`src/rtl/sa_ram_rd_streamer.sv`:
```
// ---------------------------------------------------------------------------
// sa_ram_rd_streamer
// Read-side controller for the 64x18 two-port SA RAM. A command carries a
// start address and a word count. The block walks the RAM read port one
// address per cycle. It captures each read word one cycle after its enable
// and presents the words as a valid/ready stream. The final word of the
// command is flagged with out_last.
//
// Ports:
//   clk, rst      core clock, synchronous active-high reset
//   cmd_valid     command request (ignored unless cmd_ready)
//   cmd_ready     command accept, high only while idle and out of reset
//   cmd_addr      first RAM address of the command
//   cmd_len       number of words, 0..2**AW
//   ram_ra        registered RAM read address
//   ram_re        RAM read enable
//   ram_dout      RAM read data, valid the cycle after ram_re
//   out_valid     stream word valid
//   out_ready     sink ready
//   out_data      stream word (head of the skid FIFO)
//   out_last      head word is the last of the command
//   busy          a command is in progress
//   done          one-cycle pulse when a command completes
// ---------------------------------------------------------------------------
module sa_ram_rd_streamer #(
  parameter int AW = 6,
  parameter int DW = 18,
  parameter int LW = 7
) (
  input  logic          clk,
  input  logic          rst,
  input  logic          cmd_valid,
  output logic          cmd_ready,
  input  logic [AW-1:0] cmd_addr,
  input  logic [LW-1:0] cmd_len,
  output logic [AW-1:0] ram_ra,
  output logic          ram_re,
  input  logic [DW-1:0] ram_dout,
  output logic          out_valid,
  input  logic          out_ready,
  output logic [DW-1:0] out_data,
  output logic          out_last,
  output logic          busy,
  output logic          done
);

  typedef enum logic [1:0] {S_IDLE, S_READ, S_DRAIN} state_t;

  localparam logic [LW-1:0] LEN_ONE  = LW'(1);
  localparam logic [AW-1:0] ADDR_ONE = AW'(1);

  state_t        r_state;
  state_t        w_next;
  logic [AW-1:0] r_ra;
  logic [LW-1:0] r_remaining;
  logic [LW-1:0] r_len;
  logic [LW-1:0] r_beat;
  logic          r_inflight;
  logic          r_done;

  logic [DW-1:0] r_fifo [2];
  logic          r_wptr;
  logic          r_rptr;
  logic [1:0]    r_cnt;

  logic          w_accept;
  logic          w_pop;
  logic          w_push;
  logic          w_last_pop;
  logic [2:0]    w_credit;
  logic          w_re;

  assign cmd_ready = (r_state == S_IDLE) && !rst;
  assign w_accept  = cmd_valid && cmd_ready;

  assign out_valid  = (r_cnt != 2'd0);
  assign out_data   = r_fifo[r_rptr];
  assign out_last   = out_valid && (r_beat == r_len - LEN_ONE);
  assign w_pop      = out_valid && out_ready;
  assign w_push     = r_inflight;
  assign w_last_pop = w_pop && out_last;

  // Credit counts every word that will occupy the skid FIFO next cycle:
  // stored words plus the word returning from the RAM, less the one leaving.
  // Issuing only while this is below two means the FIFO can never overflow.
  assign w_credit = {1'b0, r_cnt} + {2'b00, r_inflight} - {2'b00, w_pop};
  assign w_re     = (r_state == S_READ) && (r_remaining != '0) && (w_credit < 3'd2);

  assign ram_re = w_re;
  assign ram_ra = r_ra;
  assign busy   = (r_state != S_IDLE);
  assign done   = r_done;

  // Next-state selection: leave READ on the issue of the final address and
  // leave DRAIN once the last word has been taken by the sink.
  always_comb begin
    w_next = r_state;
    case (r_state)
      S_IDLE:  if (w_accept && (cmd_len != '0)) w_next = S_READ;
      S_READ:  if (w_re && (r_remaining == LEN_ONE)) w_next = S_DRAIN;
      S_DRAIN: if (w_last_pop) w_next = S_IDLE;
      default: w_next = S_IDLE;
    endcase
  end

  // Command bookkeeping: address walk, remaining count, popped-beat count
  // and the completion pulse. A zero-length command completes immediately.
  always_ff @(posedge clk) begin
    if (rst) begin
      r_state     <= S_IDLE;
      r_ra        <= '0;
      r_remaining <= '0;
      r_len       <= '0;
      r_beat      <= '0;
      r_inflight  <= 1'b0;
      r_done      <= 1'b0;
    end else begin
      r_state    <= w_next;
      r_inflight <= w_re;
      r_done     <= (w_accept && (cmd_len == '0)) ||
                    ((r_state == S_DRAIN) && w_last_pop);
      if (w_pop) r_beat <= r_beat + LEN_ONE;
      if (w_accept && (cmd_len != '0)) begin
        r_ra        <= cmd_addr;
        r_remaining <= cmd_len;
        r_len       <= cmd_len;
        r_beat      <= '0;
      end else if (w_re) begin
        r_ra        <= r_ra + ADDR_ONE;
        r_remaining <= r_remaining - LEN_ONE;
      end
    end
  end

  // Two-entry skid FIFO. It is written with the RAM word in the cycle after
  // each read enable and drained by the stream handshake. Push and pop may
  // happen in the same cycle.
  always_ff @(posedge clk) begin
    if (rst) begin
      r_fifo[0] <= '0;
      r_fifo[1] <= '0;
      r_wptr    <= 1'b0;
      r_rptr    <= 1'b0;
      r_cnt     <= 2'd0;
    end else begin
      if (w_push) begin
        r_fifo[r_wptr] <= ram_dout;
        r_wptr         <= ~r_wptr;
      end
      if (w_pop) r_rptr <= ~r_rptr;
      case ({w_push, w_pop})
        2'b10:   r_cnt <= r_cnt + 2'd1;
        2'b01:   r_cnt <= r_cnt - 2'd1;
        default: r_cnt <= r_cnt;
      endcase
    end
  end

  // A push into a full FIFO without a matching pop would lose a word.
  a_no_overflow: assert property (@(posedge clk) disable iff (rst)
    !(w_push && !w_pop && (r_cnt == 2'd2)));

endmodule
```
`config.mk`:
```
export PLATFORM = sky130hd
export DESIGN_NAME = sa_ram_rd_streamer
export DESIGN_NICKNAME = d
export VERILOG_FILES = /design/src/rtl/sa_ram_rd_streamer.sv
export SDC_FILE = /design/constraint.sdc
export NUM_CORES = 1
export LEC_CHECK = 0
export ABC_AREA = 1
export BUFFER_PORTS_ARGS = -buffer_cell sky130_fd_sc_hd__buf_4
export CORE_MARGIN = 2
export CORE_UTILIZATION = 55
export DETAILED_ROUTE_END_ITERATION = 6
export GPL_ROUTABILITY_DRIVEN = 0
export PLACE_DENSITY = 0.79
export SYNTH_ARGS = -nofsm -noshare
export SYNTH_HDL_FRONTEND = slang
export SYNTH_SLANG_ARGS = --single-unit
export TNS_END_PERCENT = 100
```
`constraint.sdc`:
```
create_clock -name clk -period 2.6 [get_ports clk]
set_input_delay 0.13 -clock clk [delete_from_list [all_inputs] [get_ports clk]]
set_output_delay 0.13 -clock clk [all_outputs]
set_load 0.02 [all_outputs]
```
==> results.cfg <==
[status]
status = finished clean

[setup_path]
rrSetupSlack_ns = 0.17
rr_startpoint = r_cnt[0]
crit_family = simple AND/OR/NAND/NOR gates
critPathRequiredTime_ns = 2.47
crit_path_start_kind = flop
worstPathArrival_ns = 2.31
critPathBufInv = 4
critPathSlowestCell = fa_1
crit_top_cell = nand2_1
crit_chain = inv_1 -> nand2_2 -> nand2_1 -> inv_2 -> nand2_1 -> o21ai_0 -> nand2_1 -> fa_1 -> nand2_1 -> nor2_2 -> nand2_2 -> inv_2 -> buf_4
r2r-end = ram_ra[0]
r2r_cells = 14
max_stage_delay_ns = 0.53
crit_path_max_fanout = 5
cp-end-kind = output port
critPathKind = reg2out

[sta]
skew_ns = 0.0102
worst_pin_slew_ns = 0.802
relSlewSlack_pct = 46.4
setup_violations = 0
min_period_ns = 2.44
hold_viol = 0
max_clock_freq_ghz = 0.410
min_period_over_period_pct = 93.9
slew_viol_final = 0

[hold_path]
hold_class = in2reg
holdPathEnd = r_remaining[3]
hold_depth = 3
hold_start = cmd_len[3]

[logic_synthesis]
yosys_warnings = 0
synth_cell_types = 37
synthTopCellsByArea = edfxtp_1, dfxtp_1, nor2_1
synth_ff_type = edfxtp_1
avgSynthCellArea_um2 = 8.69
yosysTopAreaCell = edfxtp_1
async_flop_share_pct = 0
synth_cells = 407
ys_ff_latch = 72
synth_top_cell_area_share_pct = 30.6
synth-edff-count = 36
post-synth-top-count-cell = nor2_1
syn_area_um2 = 3540
yosysSeqAreaShare_pct = 50.9
synth_commonest_cells = nor2_1, nand2_1, inv_1
synth_nets = 449

[drt]
drt_wl_total_um = 7710
vias = 2898
drtIter0Drc = 149
remaining_drc_errors = 0
wl_per_cell_um = 13.7
vias_per_cell = 5.15
first_pass_iters = 4
drtAntennaViolNets = 0

[placed_design]
dp_hpwl_um = 5410
port_buffers = 64

[floorplanning]
io_pins = 65
core-area_um2 = 6280
die-area_um2 = 7090
die_w_um = 84.2
dieHeight_um = 84.2
rows = 29
initial_core_util_pct = 56.3

[clock_network]
numClockSinks = 72
clockRootBuffer = clkbuf_8
clk_pin_slew_worst_paths_ns = 0.07
cts_tree = done
htreeDepth = 3
numCtsBuffers = 9
holdBufCountCts = 0
clock_latency_ns = 0.34
cts.path.max_buffers = 2

[final_layout]
fin_nets = 523
diodes = 0
drive_above_1_share_pct = 26.5
area_delta_synth_final_pct = 23.6
fin_util_pct = 69.7

[power_and_ir_drop]
p_leak_uw = 0.00203
power.total_uw = 3270
power_density_nw_per_um2 = 748
vdd_drop_max_mv = 0.474

[grt]
grt_pass1_wl_um = 12500
grt_overflow = 0
grtUsageTotal_pct = 22.2
grt_pass1_vias = 2803
antenna_found_initial = 0
grt_start_max_net_pins = 20

[job]
cap_viol_max_count = 0
-- cell type report --
cell class | instances | area (um^2)
flip-flops and latches | 72 | 1810
multi-input cells | 267 | 1460
well taps | 77 | 96.3
clock inverters | 6 | 109
clock buffers | 10 | 128
fillers | 503 | 1900
inverters | 58 | 225
repair buffers | 73 | 548
-- flip-flops by register name (all words and copies together), names as in the netlist, 2 cells and up, named ones only --
register and flops:
r_fifo 36, r_beat 7, r_len 7, r_remaining 7, ram_ra 6, r_cnt 2, r_state 2
-- cells by family (layout without fill, tap and decap cells) --
family          count (synthesis)  after routing  synth area share (%)
fa+ha+maj                       7              7                  2.69
buf+inv                        68            147                  7.96
simple gates                  199            199                  23.8
xor+xnor                       16             16                  3.96
flops                          72             72                  50.9
mux                            18             18                  5.73
compound gates                 27             27                  4.95
-- layout by cell type (no fill, tap or decap), types with 2 or more instances in the layout --
cell	count
inv_2	4
o22ai_2	2
nor2_1	78
ha_1	6
buf_4	73
nand3_1	28
inv_1	52
o22ai_1	2
or2_2	2
a21oi_2	2
clkbuf_8	9
a31oi_1	6
xnor2_1	4
a21oi_1	5
clkinv_2	2
bufinv_16	3
o21ai_0	8
mux2_2	18
xor2_1	12
dfxtp_1	35
nand2_1	71
edfxtp_1	36
nor2_2	2
nand2_2	3
nor3_1	7
nand4_1	2
-- timing repair --
action,in CTS,in global routing
pin swaps,0,2
setup endpoints to repair,8,12
resized for setup,2,3
buffers inserted,2,2
endpoints found under the hold margin,0,0
-- power by group --
| group | internal, uW | switching [uW] | leakage (uW) |
|---|---|---|---|
| Combinational | 354 | 487 | 0.00124 |
| Sequential | 1300 | 85.6 | 0.000668 |
| Clock | 636 | 403 | 0.000120 |
-- worst max-delay path by stage --
stage                        start          to  slack [ns]  cells after the start
after CTS                 r_cnt[1]      ram_re        0.05                     13
after floorplan           r_cnt[1]  r_state[0]        0.13                     15
after detailed placement  r_cnt[1]  r_state[0]       0.003                     15
after global placement    r_cnt[1]  r_state[0]        0.19                     15
final                     r_cnt[0]      ram_re        0.16                     13
after global routing      r_cnt[0]   ram_ra[0]     -0.0005                     14
-- per-layer routing --
layer | part of all wire (%) | track usage (%)
met4 | 0.58 | 5.72
met5 | 0 | 0
met1 | 42 | 27.4
met2 | 52 | 39.5
met3 | 5.1 | 4.92
-- tightest hold or removal path: stages --
cell and delay [ns]:
buf_4 0.08, nand2_1 0.07, nand2_1 0.07
-- stage by stage --
step,TNS (ns),std cells,hold WS (ns),area (um^2),setup slack [ns]
after floorplan,0,407,0.254,3540,0.125
after global placement,0,543,0.385,4100,0.186
after detailed placement,0,543,0.389,4100,0.00296
after CTS,0,561,0.0367,4350,0.0480
after global routing,-0.000550,563,0.0369,4370,-0.000550
final,0,563,0.0509,4370,0.159
Power figures use the tool's default switching activity.
